`src/rtl/shifter_pkg.sv`:
```
// Shared encodings for the sequential shifter: op codes, FSM states,
// and the mapping from the 2-bit legacy shifter codes onto op.
package shifter_pkg;

  localparam logic [2:0] OP_PASS = 3'b000;
  localparam logic [2:0] OP_LSL  = 3'b001;
  localparam logic [2:0] OP_LSR  = 3'b010;
  localparam logic [2:0] OP_ASR  = 3'b011;
  localparam logic [2:0] OP_ROL  = 3'b100;
  localparam logic [2:0] OP_ROR  = 3'b101;

  typedef enum logic [1:0] {
    ST_IDLE  = 2'd0,
    ST_SHIFT = 2'd1,
    ST_DONE  = 2'd2
  } state_e;

  // Legacy 16-bit shifter codes occupy the low bits of op.
  function automatic logic [2:0] legacy_op(input logic [1:0] code);
    return {1'b0, code};
  endfunction

endpackage

```
`src/rtl/shift_step.sv`:
```
// Combinational single step of up to STEP positions.
// Ports: op (mode), s (positions this step), data, sign (ASR fill)
//        -> res (shifted data), carry (last bit out / wrapped).
module shift_step
  import shifter_pkg::*;
#(
  parameter int WIDTH = 16,
  parameter int STEP  = 1,
  parameter int SW    = $clog2(STEP + 1)
) (
  input  logic [2:0]       op,
  input  logic [SW-1:0]    s,
  input  logic [WIDTH-1:0] data,
  input  logic             sign,
  output logic [WIDTH-1:0] res,
  output logic             carry
);

  logic [WIDTH:0]   lsl_w;
  logic [WIDTH:0]   lsr_w;
  logic [WIDTH:0]   asr_w;
  logic [WIDTH:0]   fill;
  logic [WIDTH-1:0] rol_w;
  logic [WIDTH-1:0] ror_w;
  logic             nz;

  // One guard bit beside the word catches the last bit shifted out.
  assign lsl_w = {1'b0, data} << s;
  assign lsr_w = {data, 1'b0} >> s;
  assign fill  = sign ? ~({(WIDTH+1){1'b1}} >> s) : '0;
  assign asr_w = ({data, 1'b0} >> s) | fill;
  assign rol_w = (data << s) | (data >> (WIDTH - int'(s)));
  assign ror_w = (data >> s) | (data << (WIDTH - int'(s)));
  assign nz    = (s != '0);

  always_comb begin
    res   = data;
    carry = 1'b0;
    unique case (op)
      OP_LSL: begin
        res   = lsl_w[WIDTH-1:0];
        carry = lsl_w[WIDTH];
      end
      OP_LSR: begin
        res   = lsr_w[WIDTH:1];
        carry = lsr_w[0];
      end
      OP_ASR: begin
        res   = asr_w[WIDTH:1];
        carry = asr_w[0];
      end
      OP_ROL: begin
        res   = rol_w;
        carry = nz & rol_w[0];
      end
      OP_ROR: begin
        res   = ror_w;
        carry = nz & ror_w[WIDTH-1];
      end
      default: begin
        res   = data;
        carry = 1'b0;
      end
    endcase
  end

endmodule

```
`src/rtl/seq_shifter.sv`:
```
// Multi-cycle LSL/LSR/ASR/ROL/ROR shifter, STEP positions per cycle,
// valid/ready on both sides.
// Ports: clk, reset (sync, active-high), in_valid/in_ready, op, amt,
//        din, out_valid/out_ready, dout, cout.
// Option SEQ_SHIFTER_FLAGS_EN adds registered zflag/nflag outputs.
module seq_shifter
  import shifter_pkg::*;
#(
  parameter int WIDTH = 16,
  parameter int STEP  = 1,
  parameter int AMT_W = $clog2(WIDTH) + 1
) (
  input  logic             clk,
  input  logic             reset,
  input  logic             in_valid,
  output logic             in_ready,
  input  logic [2:0]       op,
  input  logic [AMT_W-1:0] amt,
  input  logic [WIDTH-1:0] din,
  output logic             out_valid,
  input  logic             out_ready,
  output logic [WIDTH-1:0] dout,
  output logic             cout
`ifdef SEQ_SHIFTER_FLAGS_EN
  ,
  output logic             zflag,
  output logic             nflag
`endif
);

  localparam int SW = $clog2(STEP + 1);
  localparam int LW = $clog2(WIDTH);

  state_e           state;
  state_e           state_nxt;
  logic [AMT_W-1:0] cnt;
  logic [AMT_W-1:0] eff;
  logic [WIDTH-1:0] work;
  logic [WIDTH-1:0] step_res;
  logic [2:0]       op_r;
  logic [SW-1:0]    s;
  logic             sign_r;
  logic             cout_r;
  logic             step_c;
  logic             accept;

  assign accept = in_valid && in_ready;
  assign dout   = work;
  assign cout   = cout_r;

  // Shifts clamp at WIDTH, rotates wrap, PASS/reserved do nothing.
  always_comb begin
    eff = '0;
    unique case (op)
      OP_LSL, OP_LSR, OP_ASR:
        eff = (amt > AMT_W'(WIDTH)) ? AMT_W'(WIDTH) : amt;
      OP_ROL, OP_ROR:
        eff = AMT_W'(amt[LW-1:0]);
      default:
        eff = '0;
    endcase
  end

  always_comb begin
    s = SW'(STEP);
    if (cnt < AMT_W'(STEP))
      s = SW'(cnt);
  end

  shift_step #(
    .WIDTH(WIDTH),
    .STEP (STEP)
  ) u_step (
    .op   (op_r),
    .s    (s),
    .data (work),
    .sign (sign_r),
    .res  (step_res),
    .carry(step_c)
  );

  always_ff @(posedge clk) begin
    if (reset)
      state <= ST_IDLE;
    else
      state <= state_nxt;
  end

  always_comb begin
    state_nxt = state;
    unique case (state)
      ST_IDLE:
        if (accept)
          state_nxt = (eff == '0) ? ST_DONE : ST_SHIFT;
      ST_SHIFT:
        if (cnt == AMT_W'(s))
          state_nxt = ST_DONE;
      ST_DONE:
        if (out_ready)
          state_nxt = ST_IDLE;
      default:
        state_nxt = ST_IDLE;
    endcase
  end

  always_comb begin
    in_ready  = (state == ST_IDLE) && !reset;
    out_valid = (state == ST_DONE);
  end

  always_ff @(posedge clk) begin
    if (reset) begin
      work   <= '0;
      cnt    <= '0;
      op_r   <= OP_PASS;
      sign_r <= 1'b0;
      cout_r <= 1'b0;
    end else if (accept) begin
      work   <= din;
      cnt    <= eff;
      op_r   <= op;
      sign_r <= din[WIDTH-1];
      if (eff == '0)
        cout_r <= 1'b0;
    end else if (state == ST_SHIFT) begin
      work   <= step_res;
      cout_r <= step_c;
      cnt    <= cnt - AMT_W'(s);
    end
  end

`ifdef SEQ_SHIFTER_FLAGS_EN
  logic [WIDTH-1:0] work_nxt;

  always_comb begin
    work_nxt = work;
    if (accept)
      work_nxt = din;
    else if (state == ST_SHIFT)
      work_nxt = step_res;
  end

  always_ff @(posedge clk) begin
    if (reset) begin
      zflag <= 1'b0;
      nflag <= 1'b0;
    end else if (state != ST_DONE &&
                 state_nxt == ST_DONE) begin
      zflag <= (work_nxt == '0);
      nflag <= work_nxt[WIDTH-1];
    end
  end
`endif

endmodule

```
`config.mk`:
```
export PLATFORM = sky130hd
export DESIGN_NAME = seq_shifter
export DESIGN_NICKNAME = d
export VERILOG_FILES = /design/src/rtl/shifter_pkg.sv /design/src/rtl/shift_step.sv /design/src/rtl/seq_shifter.sv
export SDC_FILE = /design/constraint.sdc
export NUM_CORES = 1
export LEC_CHECK = 0
export BUFFER_PORTS_ARGS = -buffer_cell sky130_fd_sc_hd__buf_4
export CORE_UTILIZATION = 45
export DETAILED_ROUTE_END_ITERATION = 10
export PLACE_DENSITY = 0.71
export SLEW_MARGIN = 20
export SYNTH_ARGS = -nofsm -noshare
export SYNTH_HDL_FRONTEND = slang
export SYNTH_SLANG_ARGS = --single-unit
```
`constraint.sdc`:
```
create_clock -name clk -period 5.33 [get_ports clk]
set_input_delay 1.3325 -clock clk [delete_from_list [all_inputs] [get_ports clk]]
set_output_delay 1.3325 -clock clk [all_outputs]
set_load 0.1 [all_outputs]
```
==> flow_summary_export.csv <==
group,metric,value,unit
run_status,status,"finished clean",
logic_synthesis,syn_avg_cell_area,7.46,sq um
grt,grt_pass1_vias,2057,
placement,hpwl,3620,um
cts,clk_latency,0.29,ns
timing,fin_crit,3.48,ns
route,drtIter0Drc,264,
logic_synthesis,synth_largest_area_cell,"dfxtp_1",
timing,max_slew_margin,27.4,%
grt,top_usage_layer,"met2",
floorplan,start_util,47.3,%
timing,setup_tns,0,ns
timing,timing.final.crit_share,65.2,%
floorplan,fp-row-count,24,
worst_setup_path,cp_max_fo,33,
cts,cts_tree,"built",
logic_synthesis,syn_area,2070,sq um
floorplan,die_h,69.9,um
floorplan,ios,47,
logic_synthesis,ys_types,52,
route,vias_per_cell,6.38,
cts,cts_sinks,28,
worst_setup_path,worst_setup_path_start_kind,"input port",
logic_synthesis,synth_edf_count,0,
route,drc,0,
timing,setup_ws,1.85,ns
worst_setup_path,cp-startpoint,"reset",
layout,drive_gt1_share,20.7,%
logic_synthesis,async_flop_share,0,%
cts,postCtsSetupRepairBufs,0,
placement,place_congestion,0.793,
layout,register_area,561,sq um
worst_setup_path,critPathCaptureType,"output port",
route,vias,2276,
grt,grtUsageMet1,33.2,%
logic_synthesis,synth_ff_type,"dfxtp_1",
cts,postCtsHoldBufs,0,
logic_synthesis,synth_top_cell_area_share,27.0,%
grt,grt_pass1_wl,9450,um
logic_synthesis,synth-seq-area-share,27.0,%
power,peakVddDrop,0.160,mV
cts,cts-root-buf,"clkbuf_8",
route,drt-total-wl,5530,um
timing,hold_viol,0,
route,first_pass_iters,6,
logic_synthesis,ys_top_cells_by_count,"45 x nand2_1, 28 x dfxtp_1, 19 x inv_1",
power,power.density,270,nW/um^2
floorplan,core_area,4380,sq um
grt,antenna_found_initial,0,
worst_setup_path,required,4.00,ns
timing,drv_slew,0,
power,p_leak,0.859,nW
grt,grt_util_all_layers,22.9,%
timing,rsz0062_at_grt,"no",
logic_synthesis,syn_nets,310,
route,wl_per_cell,15.5,um
timing,setup_viol,0,
grt,grt_remaining_overflow,0,
floorplan,die_area,4880,sq um
layout,multi_input_comb_area,1340,sq um
route,drtAntennaViolNets,0,
cts,cts_buffer_depth,2,
logic_synthesis,yosysMostFrequentCell,"nand2_1",
layout,nFillCells,431,
logic_synthesis,ys_seq_elements,28,
grt,grt_max_degree,36,
timing,worst_slew_pin_slew,1.09,ns
placement,portBuffers,46,
hold_path,min-delay-start,"sign_r",
run,cap_viol_max_count,0,
worst_setup_path,crit_arrival,2.14,ns
grt,use_met2,35.7,%
cts,cts.repair.resized,0,
hold_path,hold_class,"reg2reg",
floorplan,die_x,69.9,um
timing,fmax,0.288,GHz
worst_setup_path,r2r_slack,2.24,ns
logic_synthesis,netlist_top_cells_area,"dfxtp_1 27%, nand2_1 8.1%, a221o_1 6.3%",
worst_setup_path,critical_path_class,"in2out",
cts,cts-htree-levels,1,
placement,pre_cts_ws,1.86,ns
timing,skew,0.00575,ns
cts,path_clk_slew,0.10,ns
layout,antennaDiodeCount,0,
cts,cts-buffers-inserted,3,
worst_setup_path,reg2reg_from,"op_r[1]",
layout,nets,338,
logic_synthesis,syn-instance-count,278,
logic_synthesis,ys_warn_count,0,
grt,gr-usage-met3,2.60,%
layout,area_growth_syn_to_layout,18.8,%
## power breakdown
group	internal, mW	switching (mW)	total (mW)
logic	0.0733	0.168	0.241
registers	0.223	0.0277	0.251
clock network	0.101	0.0731	0.174
total	0.397	0.269	0.666
## cells in the final DEF (no fill, tap or decap), types with 13 or more instances in the layout
cell / n
o22ai_1: 13
a21oi_1: 13
buf_4: 47
dfxtp_1: 28
nand2_1: 45
nand3_1: 16
a31oi_1: 17
a222oi_1: 13
a221o_1: 13
inv_1: 19
## critical path, cell delays in order
cell and delay, ns:
buf_4 0.22, nor3_1 0.24, buf_4 0.34
## per-layer routing
layer | up-vias | share of wire, %
li1 | 1125 | -
met1 | 1060 | 48
met2 | 84 | 45
met3 | 7 | 5.7
met4 | 0 | 1.0
met5 | - | 0
## logic make-up after synthesis
kind of cell	synth area share [%]
flip-flops	27.0
multiplexers	1.09
buffers and inverters	8.81
adder cells (fa/ha/maj)	2.41
AO/OA/AOI/OAI	37.7
AND/OR/NAND/NOR	23.0
## cell type report
type,instances,share of cell area [%]
sequential,28,22.8
clock buffer,3,1.68
timing repair buffer,47,14.3
clock inverter,1,1.22
inverter,19,2.90
tap,52,2.64
multi-input combinational,207,54.5
## registers in the layout (all words and copies together) (netlist names)
name / count
op_r: 3
dout: 16
state: 2
cout: 1
cnt: 5
sign_r: 1
## metrics by stage
step / instance area, sq um / instances / hold slack [ns] / power [mW] / util (%)
after CTS: 2460 / 357 / 0.477 / 0.669 / 56.1
after floorplan: 2070 / 278 / 0.437 / 0.441 / -
after global routing: 2460 / 357 / 0.484 / 0.700 / 56.2
final: 2460 / 357 / 0.476 / 0.666 / 56.2
after global placement: 2390 / 353 / 0.447 / 0.493 / 54.5
after detailed placement: 2390 / 353 / 0.458 / 0.494 / 54.5
## worst paths after layout
kind	to	cells after the start
setup reg to reg	dout[7]	6
hold / removal	sign_r	2
setup / recovery	in_ready	3
hold reg to reg	sign_r	2
Power figures use the tool's default switching activity.
